## config.mk

```make
export PLATFORM = sky130hd
export DESIGN_NAME = hazard_controller
export DESIGN_NICKNAME = d
export VERILOG_FILES = /design/src/rtl/hazard_controller.sv
export SDC_FILE = /design/constraint.sdc
export NUM_CORES = 1
export LEC_CHECK = 0
export CORE_ASPECT_RATIO = 1.25
export CORE_MARGIN = 3
export CORE_UTILIZATION = 51
export DETAILED_ROUTE_END_ITERATION = 10
export PLACE_DENSITY_LB_ADDON = 0.25
export SKIP_CTS_REPAIR_TIMING = 1
export SLEW_MARGIN = 20
export SYNTH_ARGS = -nofsm -noshare
export SYNTH_HDL_FRONTEND = slang
export SYNTH_SLANG_ARGS = --single-unit
```

## constraint.sdc

```tcl
create_clock -name clk -period 5.82 [get_ports clk]
set_clock_uncertainty 0.05 [all_clocks]
set_input_delay 0.873 -clock clk [delete_from_list [all_inputs] [get_ports clk]]
set_output_delay 0.873 -clock clk [all_outputs]
set_load 0.05 [all_outputs]
```

## src/rtl/hazard_controller.sv

```systemverilog
// ---------------------------------------------------------------------------
// hazard_controller
//   Pipeline sequencing controller for the 5-stage MIPS core. It sits beside
//   the ID-stage decoder and does four jobs:
//   - freezes PC and IF/ID and injects ID/EX bubbles for load-use hazards and
//     for JR-after-load hazards;
//   - flushes IF/ID on branches resolved taken in EX;
//   - runs a halt/drain handshake for the debug/test harness;
//   - keeps saturating stall and flush counters.
//
// Parameters
//   DRAIN_CYCLES : bubble cycles between halt entry and halt_ack (1..15)
//   CNT_W        : width of the stall/flush counters
//
// Ports
//   clk, reset                  : rising-edge clock, synchronous active-high reset
//   id_rs, id_rt                : source register fields of the ID instruction
//   id_uses_rs, id_uses_rt      : ID instruction actually reads rs / rt
//   id_jump                     : 00 none, 01 JR, 10 JR with forwarding, 11 JAL
//   ex_memread, ex_rd           : EX instruction is a load, and its destination
//   mem_memread, mem_rd         : MEM instruction is a load, and its destination
//   branch_taken                : branch resolved taken in EX this cycle
//   halt_req                    : level request to halt fetch and drain
//   pc_write, ifid_write        : PC / IF-ID load enables
//   ifid_flush, idex_bubble     : clear IF/ID, zero the ID/EX control bits
//   halt_ack                    : pipeline drained and halted
//   state                       : RUN=0, STALL=1, DRAIN=2, HALTED=3
//   stall_cycles, flush_cycles  : saturating performance counters
//
// The outputs are Mealy: they depend on the registered state and on the
// current inputs.
// ---------------------------------------------------------------------------
module hazard_controller #(
   parameter int DRAIN_CYCLES = 3,
   parameter int CNT_W        = 16
) (
   input  logic             clk,
   input  logic             reset,
   input  logic [4:0]       id_rs,
   input  logic [4:0]       id_rt,
   input  logic             id_uses_rs,
   input  logic             id_uses_rt,
   input  logic [1:0]       id_jump,
   input  logic             ex_memread,
   input  logic [4:0]       ex_rd,
   input  logic             mem_memread,
   input  logic [4:0]       mem_rd,
   input  logic             branch_taken,
   input  logic             halt_req,
   output logic             pc_write,
   output logic             ifid_write,
   output logic             ifid_flush,
   output logic             idex_bubble,
   output logic             halt_ack,
   output logic [1:0]       state,
   output logic [CNT_W-1:0] stall_cycles,
   output logic [CNT_W-1:0] flush_cycles
);

   typedef enum logic [1:0] {
      S_RUN    = 2'd0,
      S_STALL  = 2'd1,
      S_DRAIN  = 2'd2,
      S_HALTED = 2'd3
   } state_t;

   localparam logic [3:0]       DRAIN_INIT = 4'(DRAIN_CYCLES);
   localparam logic [CNT_W-1:0] CNT_ONE    = CNT_W'(1);
   localparam logic [CNT_W-1:0] CNT_MAX    = {CNT_W{1'b1}};

   state_t           r_state;
   state_t           w_next_state;
   logic [3:0]       r_drain_cnt;
   logic [3:0]       w_drain_next;
   logic [CNT_W-1:0] r_stall_cnt;
   logic [CNT_W-1:0] r_flush_cnt;
   logic             w_stall_inc;
   logic             w_flush_inc;

   logic w_lu;
   logic w_jr;
   logic w_jr2;
   logic w_jr1;

   // Register index 0 is hard-wired zero, so it never creates a hazard.
   assign w_lu  = ex_memread && (ex_rd != 5'd0) &&
                  ((id_uses_rs && (id_rs == ex_rd)) || (id_uses_rt && (id_rt == ex_rd)));
   assign w_jr  = (id_jump == 2'b01) || (id_jump == 2'b10);
   // A load in EX feeding JR needs two bubbles; a load in MEM needs one.
   // Non-load producers reach JR through the forwarding path.
   assign w_jr2 = w_jr && ex_memread && (ex_rd != 5'd0) && (ex_rd == id_rs);
   assign w_jr1 = w_jr && mem_memread && (mem_rd != 5'd0) && (mem_rd == id_rs);

   always_comb begin
      w_next_state = r_state;
      w_drain_next = r_drain_cnt;
      w_stall_inc  = 1'b0;
      w_flush_inc  = 1'b0;
      pc_write     = 1'b1;
      ifid_write   = 1'b1;
      ifid_flush   = 1'b0;
      idex_bubble  = 1'b0;
      halt_ack     = 1'b0;

      case (r_state)
         S_RUN: begin
            if (branch_taken) begin
               ifid_flush  = 1'b1;
               idex_bubble = 1'b1;
               w_flush_inc = 1'b1;
            end else if (w_jr2) begin
               pc_write     = 1'b0;
               ifid_write   = 1'b0;
               idex_bubble  = 1'b1;
               w_stall_inc  = 1'b1;
               w_next_state = S_STALL;
            end else if (w_lu || w_jr1) begin
               // Stay in RUN: the hazard is re-evaluated next cycle.
               pc_write    = 1'b0;
               ifid_write  = 1'b0;
               idex_bubble = 1'b1;
               w_stall_inc = 1'b1;
            end else if (halt_req) begin
               // The ID instruction advances; the IF instruction is dropped
               // and refetched from the frozen PC after the halt.
               pc_write     = 1'b0;
               ifid_flush   = 1'b1;
               w_drain_next = DRAIN_INIT;
               w_next_state = S_DRAIN;
            end
         end

         S_STALL: begin
            // Second bubble of a JR-after-load. A taken branch squashes the
            // stalled JR instead.
            w_next_state = S_RUN;
            if (branch_taken) begin
               ifid_flush  = 1'b1;
               idex_bubble = 1'b1;
               w_flush_inc = 1'b1;
            end else begin
               pc_write    = 1'b0;
               ifid_write  = 1'b0;
               idex_bubble = 1'b1;
               w_stall_inc = 1'b1;
            end
         end

         S_DRAIN: begin
            pc_write     = 1'b0;
            ifid_write   = 1'b0;
            idex_bubble  = 1'b1;
            w_drain_next = r_drain_cnt - 4'd1;
            if (branch_taken) begin
               // Capture the branch target so the refetch after the halt
               // resumes on the correct path.
               pc_write    = 1'b1;
               ifid_flush  = 1'b1;
               w_flush_inc = 1'b1;
            end
            if (r_drain_cnt == 4'd1) begin
               w_next_state = S_HALTED;
            end
         end

         default: begin
            halt_ack    = 1'b1;
            pc_write    = 1'b0;
            ifid_write  = 1'b0;
            idex_bubble = 1'b1;
            if (!halt_req) begin
               w_next_state = S_RUN;
            end
         end
      endcase
   end

   always_ff @(posedge clk) begin
      if (reset) begin
         r_state     <= S_RUN;
         r_drain_cnt <= 4'd0;
         r_stall_cnt <= '0;
         r_flush_cnt <= '0;
      end else begin
         r_state     <= w_next_state;
         r_drain_cnt <= w_drain_next;
         if (w_stall_inc && (r_stall_cnt != CNT_MAX)) begin
            r_stall_cnt <= r_stall_cnt + CNT_ONE;
         end
         if (w_flush_inc && (r_flush_cnt != CNT_MAX)) begin
            r_flush_cnt <= r_flush_cnt + CNT_ONE;
         end
      end
   end

   assign state        = r_state;
   assign stall_cycles = r_stall_cnt;
   assign flush_cycles = r_flush_cnt;

endmodule

```

Word-level counts from Yosys, hierarchy flattened
Index checks and enable logic that the tools add are counted.
{ "classes": {"add_sub_neg": 3, "eq_ne": 19, "muxes": 36, "n_reduce_logical": 23} }
{ "op_table": {"columns": ["operator", "count"], "rows": [
  ["16-bit by 1-bit adder with 16-bit output, second input constant", 2],
  ["16-bit != test, second input constant", 2],
  ["5-bit == test", 4],
  ["1-bit two-way mux", 20],
  ["4-bit two-way mux", 4],
  ["1-bit logical AND", 12],
  ["2-bit two-way mux", 6],
  ["2-bit != test, second input constant", 5],
  ["5-bit AND reduction", 2],
  ["5-bit nonzero test", 2],
  ["1-bit case mux with 2 select lines", 4],
  ["4-bit case mux with 2 select lines", 1],
  ["3-bit != test, second input constant", 2],
  ["2-bit case mux with 3 select lines", 1],
  ["2-bit by 1-bit == test with 1-bit output, second input constant", 2],
  ["2-bit == test, second input constant", 2],
  ["4-bit by 1-bit == test with 1-bit output, second input constant", 1],
  ["4-bit by 1-bit != test with 1-bit output, second input constant", 1],
  ["4-bit by 1-bit subtractor with 4-bit output, second input constant", 1],
  ["1-bit logical OR", 3],
  ["3-bit OR reduction", 1],
  ["2-bit logical NOT", 1],
  ["2-bit nonzero test", 1],
  ["2-bit OR reduction", 1]
]} }
{ "totals": {"reg_bits": 38, "input_bits": 30, "output_inout_bits": 39, "wordCells": 85} }

Logic depth before layout (Yosys ltp)
Gate-level depths: netlist of run 1.
{ "depth": {"depth_word": 11, "depth_mapped": 8, "ltp_nobuf": 7} }

Worst setup path before layout of run 1
Ideal clock, no wire load.
{ "synth_path": {"path_type": "input to output", "start": "in ex_rd[1]", "end": "out ifid_flush", "arrival_ps": 2725, "required_ps": 4897, "path_slack_ps": 2172, "stages": 6, "n_path_buf": 0, "cell_sequence": "or4_1 -> nor2_2 -> nor3_1 -> nor2_1 -> nand3_1 -> o22ai_1"} }
{ "synth_via": {"elab_chain_len": 9, "word_cells_on_any_way": 16, "classes_between": "eq/ne (3); mux (4); reduce/logical (9)"} }
{ "synth_lines": {"columns": ["element", "line_no", "source"], "rows": [
  ["from (decl)", "45", "input logic [4:0] ex_rd,"],
  ["5-bit == test (on tied branches)", "87, 91", null],
  ["1-bit logical AND", "87", "((id_uses_rs && (id_rs == ex_rd)) || (id_uses_rt && (id_rt == ex_rd)));"],
  ["1-bit logical OR", "87", null],
  ["1-bit logical AND", "86", "assign w_lu = ex_memread && (ex_rd != 5'd0) &&"],
  ["1-bit logical OR", "117", "end else if (w_lu || w_jr1) begin"],
  ["1-bit two-way mux", "117", null],
  ["1-bit two-way mux (*)", "111", "end else if (w_jr2) begin"],
  ["1-bit two-way mux (*)", "107", "if (branch_taken) begin"],
  ["1-bit case mux with 2 select lines (*)", "105", "case (r_state)"],
  ["to (decl)", "52", "output logic ifid_flush,"]
]} }
Mark *: on every way between the ends. The rest lies on a longest branch, timed or not.

Worst setup path in the final report of run 1
Same ends and word-level chain as after synthesis.

==> results.ini, run 1 <==
[detailed_routing]
drt_first_pass_iters=4
via_per_instance_ratio=5.65
post_drt_wl_per_cell_um=13.2
number_of_antenna_violating_nets_in_the_routed_design=0
drt_iter0_drc=148
drc=0
postRouteWirelength_um=5290
vias=2272

[synth]
ys_types=47
yosys_warnings=0
synth_largest_type_area_fraction_pct=33.2
synth_edf_count=0
fraction_of_registers_with_async_set_or_reset_after_synthesis_pct=0
ys_flop_type=sky130_fd_sc_hd__dfxtp_1
synth.net_count=314
post_synth_inst_count=276
sequential_area_share_after_synthesis_pct=33.2
ys_ff_latch=38
syn_area_um2=2290
synth.avg_cell_area_um2=8.29
synthDominantAreaCellType=sky130_fd_sc_hd__dfxtp_1
yosys-top-cells-area=sky130_fd_sc_hd__dfxtp_1 33%, sky130_fd_sc_hd__xnor2_1 6.9%, sky130_fd_sc_hd__xor2_1 4.6%, sky130_fd_sc_hd__ha_1 4.4%, sky130_fd_sc_hd__nor2_1 4.1%

[setup_path]
crit_path_end_kind=primary output
timing.critical_path.slowest_stage_cell=sky130_fd_sc_hd__clkdlybuf4s50_1
timing_worst_setup_path_type=input port to primary output
critical_path_buf_inv_count=2
cell_family_with_the_largest_share_of_critical_path_delay=buffers and inverters
path_cells=clkdlybuf4s50_1 > or4_1 > nor2_2 > nor3_1 > nor2_1 > nand3_1 > o22ai_1 > clkdlybuf4s50_1
worst_stage_delay_on_the_critical_path_ns=0.83
crit_path_max_fanout=4
regToRegSetupSlack_ns=3.29
worstPathRequired_ns=4.90
critical_path.most_common_cell=sky130_fd_sc_hd__clkdlybuf4s50_1
start_kind=input port
critical_path_at_ns=3.51

[sta]
period_needed_ns=4.43
maxSlewViolCount=0
maxClockFrequency_mhz=226
report.final.setup_viol=0
grt_setup_unrepaired=no
final_hold_violating_endpoints=0
finalCritPeriodShare_pct=76.2
timing_worst_slew_pin_value_ns=0.912
setup_tns_ns=0
timing.max_slew.rel_slack_pct=38.3

[clock_network]
cts_num_sinks=38
max-clock-path-buffers=2
path_clk_slew_ns=0.08
cts_tree=yes
worst_skew_pair.late_latency_ns=0.29
root_buffer=sky130_fd_sc_hd__clkbuf_8
cts_made_buffers=5
cts_max_level=2

[final_layout]
most_frequent_standard_cell_in_the_layout_excluding_fill_and_tap_cells=sky130_fd_sc_hd__clkdlybuf4s50_1
commonest_cells_after_routing_fill_and_taps_aside=68 x sky130_fd_sc_hd__clkdlybuf4s50_1, 38 x sky130_fd_sc_hd__dfxtp_1, 25 x sky130_fd_sc_hd__nor2_1
final_nets=383
area.growth.synth_to_final_pct=36.4
final_design_area_no_fill_um2=3120
post_route_cells_drive_above_1_share_pct=5.49
num_antenna_cells=0

[die]
core.rowCount=26
ioPinCount=69
fp.coreArea_um2=4200
die_w_um=65.9
chipHeight_um=80.9
floorplan.die_area_um2=5330
floorplan.initialDensity_pct=54.5

[pwr]
power.density_nw_per_um2=287
total_leakage_power_uw=0.00110
max-vdd-ir-drop_mv=0.221

[placed_design]
dp_hpwl_um=4140
finalWeightedCongestion=0.849
portBuffers=68
placement.cell_area_um2=3020

[global_routing]
antenna_found_initial=0
total_gr_overflow=0
groute.usage.overall_pct=21.6
grt_pass1_wl_um=9230
grt_start_max_net_pins=39
number_of_global_route_vias_before_repair=2162

[worst_hold_path]
min_path_type=register to register

[flow_run]
max-cap-violations=0

[run_status]
run_status=finished clean

[per-layer routing]
| layer | wire [um] | part of all wire (%) | global-route usage [%] | vias up |
|---|---|---|---|---|
| met2 | 2730 | 52 | 39.4 | 69 |
| met3 | 308 | 5.8 | 5.26 | 7 |
| met1 | 2190 | 41 | 23.7 | 1057 |
| met5 | 0 | 0 | 0 | - |
| met4 | 64 | 1.2 | 8.09 | 0 |
| li1 | - | - | - | 1139 |
[synthesized netlist by cell type, types with 2 or more instances]
master	n
sky130_fd_sc_hd__ha_1	8
sky130_fd_sc_hd__a21o_1	2
sky130_fd_sc_hd__o21ai_1	10
sky130_fd_sc_hd__dfxtp_1	38
sky130_fd_sc_hd__nor2b_1	6
sky130_fd_sc_hd__nor3_1	6
sky130_fd_sc_hd__nor3b_1	2
sky130_fd_sc_hd__mux2_1	3
sky130_fd_sc_hd__nor2_1	25
sky130_fd_sc_hd__o21ai_0	4
sky130_fd_sc_hd__a31oi_1	2
sky130_fd_sc_hd__a31o_2	2
sky130_fd_sc_hd__nand4_1	13
sky130_fd_sc_hd__o31ai_1	3
sky130_fd_sc_hd__nand2b_1	3
sky130_fd_sc_hd__and4_1	8
sky130_fd_sc_hd__mux2i_1	2
sky130_fd_sc_hd__nand2_1	20
sky130_fd_sc_hd__inv_1	8
sky130_fd_sc_hd__nand3_1	12
sky130_fd_sc_hd__and2_1	3
sky130_fd_sc_hd__a21oi_1	15
sky130_fd_sc_hd__or3_1	12
sky130_fd_sc_hd__a211oi_1	2
sky130_fd_sc_hd__o22ai_1	2
sky130_fd_sc_hd__and3_1	6
sky130_fd_sc_hd__clkbuf_1	7
sky130_fd_sc_hd__or4_1	5
sky130_fd_sc_hd__xnor2_1	18
sky130_fd_sc_hd__xor2_1	12
[cells by family after synthesis]
family | count (synthesis) | share of synthesized area, %
mux | 5 | 2.35
xor+xnor | 30 | 11.5
flops | 38 | 33.2
fa+ha+maj | 8 | 4.37
simple gates | 126 | 30.2
compound gates | 52 | 15.4
buf+inv | 17 | 3.01
[flip-flops by register name, summed over array words and instances, names as in the netlist]
register / cells
r_drain_cnt: 4
stall_cycles: 16
state: 2
flush_cycles: 16
[worst register-to-register path, delay by kind of cell (launching register included)]
kind / cells / cell delay (ns)
compound gates: 1 / 0.42
fa+ha+maj: 1 / 0.37
buf+inv: 2 / 0.34
flops: 1 / 0.36
mux: 1 / 0.34
simple gates: 3 / 0.54
[power breakdown]
part           leakage (uW)  internal (uW)  switching (uW)  total (uW)
clock             0.0000472           95.3            99.5         195
sequential         0.000307            278            21.1         299
combinational      0.000749            157             245         402
total               0.00110            530             366         896
[final cells by class]
cell class | instances | area [um^2]
clock buffer | 6 | 82.6
tap | 56 | 70.1
sequential | 38 | 761
multi-input combinational | 221 | 1460
timing repair buffer | 71 | 707
clock inverter | 2 | 12.5
fill | 308 | 1070
inverter | 8 | 30.0
[stage by stage]
stage | power (uW) | utilization (%) | instances | hold WS, ns | worst slack (ns)
floorplan | 584 | - | 276 | 0.436 | 2.17
global placement | 693 | 71.9 | 393 | 0.430 | 1.44
detailed placement | 701 | 71.9 | 393 | 0.438 | 1.38
CTS | 893 | 74.1 | 401 | 0.451 | 1.38
global route | 949 | 74.4 | 402 | 0.482 | 1.27
finish | 896 | 74.4 | 402 | 0.448 | 1.39
[final timing paths]
check                          end  cells past startpoint            start
hold reg to reg    stall_cycles[1]                      2  stall_cycles[1]
setup reg to reg  stall_cycles[11]                      8         state[0]
setup / recovery        ifid_flush                      8         ex_rd[1]
hold / removal     stall_cycles[1]                      2  stall_cycles[1]
Note: power is estimated with default switching activity, not from simulation.
==> inputs of run 2 (changes only) <==
- CORE_UTILIZATION: 51 -> 47
- clock period: 5.82 -> 4.6 ns (I/O delays scaled with it)
==> results.ini, run 2 (same netlist as run 1, synthesis figures left out) <==
[die]
die_w_um=68.4
ioPinCount=69
fp.coreArea_um2=4560
chipHeight_um=84.0
floorplan.initialDensity_pct=50.2
core.rowCount=27
floorplan.die_area_um2=5750

[setup_path]
worst-r2r-cell-count=8
timing.critical_path.slowest_stage_cell=sky130_fd_sc_hd__clkdlybuf4s50_1
crit_path_max_fanout=4
path_cells=clkdlybuf4s50_1 > or4_1 > nor2_2 > nor3_1 > nor2_1 > nand3_1 > o22ai_1 > clkdlybuf4s50_1
regToRegSetupSlack_ns=1.85
crit_path_end_kind=primary output
r2r-end=stall_cycles[11]
cell_family_with_the_largest_share_of_critical_path_delay=buffers and inverters
timing_worst_setup_path_type=input port to primary output
critical_path_at_ns=3.28
critical_path_buf_inv_count=2
start_kind=input port
worstPathRequired_ns=3.86
worst_stage_delay_on_the_critical_path_ns=0.82
reg2reg_from=state[0]
critical_path.most_common_cell=sky130_fd_sc_hd__clkdlybuf4s50_1

[placed_design]
finalWeightedCongestion=0.858
portBuffers=68
dp_hpwl_um=4150
post-place-ws_ns=0.558

[final_layout]
commonest_cells_after_routing_fill_and_taps_aside=68 x sky130_fd_sc_hd__clkdlybuf4s50_1, 38 x sky130_fd_sc_hd__dfxtp_1, 25 x sky130_fd_sc_hd__nor2_1
final_nets=383
most_frequent_standard_cell_in_the_layout_excluding_fill_and_tap_cells=sky130_fd_sc_hd__clkdlybuf4s50_1
area.growth.synth_to_final_pct=38.2
fillerInstances=394
num_antenna_cells=0
post_route_cells_drive_above_1_share_pct=5.49

[sta]
report.final.setup_viol=0
worst_slack_ns=0.577
grt_setup_unrepaired=no
timing_worst_slew_pin_value_ns=0.839
final_hold_violating_endpoints=0
finalCritPeriodShare_pct=87.5
setup_tns_ns=0
timing.max_slew.rel_slack_pct=43.3
period_needed_ns=4.02
maxSlewViolCount=0
maxClockFrequency_mhz=249

[pwr]
power.density_nw_per_um2=388
p_sw_uw=462
share_clk_of_total_power_pct=28.1
max-vdd-ir-drop_mv=0.332
internal_power_uw=766
total_leakage_power_uw=0.00112
comb_power_share_pct=41.2
switching_share_pct=37.6
p_seq_share_pct=30.7

[global_routing]
antenna_found_initial=0
total_gr_overflow=0
grt_start_max_net_pins=38
number_of_global_route_vias_before_repair=2196
groute.usage.overall_pct=20.5
grt_pass1_wl_um=9300

[clock_network]
root_buffer=sky130_fd_sc_hd__clkbuf_8
cts_tree=yes
cts_num_sinks=38
cts_made_buffers=5
path_clk_slew_ns=0.08
cts_max_level=2
worst_skew_pair.late_latency_ns=0.30
max-clock-path-buffers=2

[worst_hold_path]
hold_depth=2
min_path_type=register to register
min_from=stall_cycles[1]
holdPathEnd=stall_cycles[1]

[flow_run]
max-cap-violations=0

[detailed_routing]
postRouteWirelength_um=5390
via_per_instance_ratio=5.55
drt_iter0_drc=66
drc=0
post_drt_wl_per_cell_um=13.3
drt_first_pass_iters=4
number_of_antenna_violating_nets_in_the_routed_design=0
vias=2244

[run_status]
run_status=finished clean

run 2: layout make-up:
class | instances | area (um^2) | area share (%)
Sequential cell | 38 | 761 | 24.1
Clock buffer | 5 | 68.8 | 2.18
Multi-Input combinational cell | 221 | 1460 | 46.1
Tap cell | 58 | 72.6 | 2.29
Clock inverter | 3 | 68.8 | 2.18
Inverter | 8 | 30.0 | 0.949
Timing Repair Buffer | 71 | 703 | 22.2
run 2: worst max-delay path by stage:
stage / start / to / slack [ns] / depth (start not counted)
floorplan: ex_rd[1] / ifid_flush / 1.32 / 6
global placement: ex_rd[1] / pc_write / 0.59 / 8
detailed placement: ex_rd[1] / pc_write / 0.56 / 8
CTS: ex_rd[1] / pc_write / 0.56 / 8
global route: ex_rd[1] / pc_write / 0.43 / 8
finish: ex_rd[1] / pc_write / 0.58 / 8
run 2: metal layers:
metal / vias to the layer above / wire, um / track usage, % / part of all wire [%]
li1: 1145 / - / - / -
met1: 1019 / 2230 / 23.4 / 41
met2: 70 / 2740 / 35.1 / 51
met3: 10 / 327 / 5.80 / 6.1
met4: 0 / 98 / 7.05 / 1.8
met5: - / 0 / 0 / 0
run 2: power by group through the flow:
stage	clock network [uW]	registers, uW	logic [uW]
after global routing	368	382	553
after global placement	0	384	498
after CTS	351	377	507
final	345	377	506
after detailed placement	0	385	505
after floorplan	0	421	318
run 2: stage by stage:
| stage | util [%] | instance area [um^2] | hold slack (ns) | cells | total power [uW] |
|---|---|---|---|---|---|
| after CTS | 69.4 | 3160 | 0.448 | 404 | 1230 |
| after global placement | 66.3 | 3030 | 0.429 | 396 | 882 |
| after floorplan | - | 2290 | 0.436 | 276 | 739 |
| after detailed placement | 66.3 | 3030 | 0.435 | 396 | 890 |
| after global routing | 69.4 | 3160 | 0.478 | 404 | 1300 |
| final | 69.4 | 3160 | 0.442 | 404 | 1230 |
run 2: worst register-to-register path: cells and delay by family, from the launching register on:
kind | cells | cell delay [ns]
AND/OR/NAND/NOR | 3 | 0.54
buffers and inverters | 2 | 0.37
multiplexers | 1 | 0.35
AO/OA/AOI/OAI | 1 | 0.60
adder cells (fa/ha/maj) | 1 | 0.38
flip-flops | 1 | 0.36
==> inputs of run 3 (changes only) <==
- SETUP_SLACK_MARGIN: unset -> 0.4
==> results of run 3 <==
No change in the layout: final DEF, timing and power equal those of run 2.
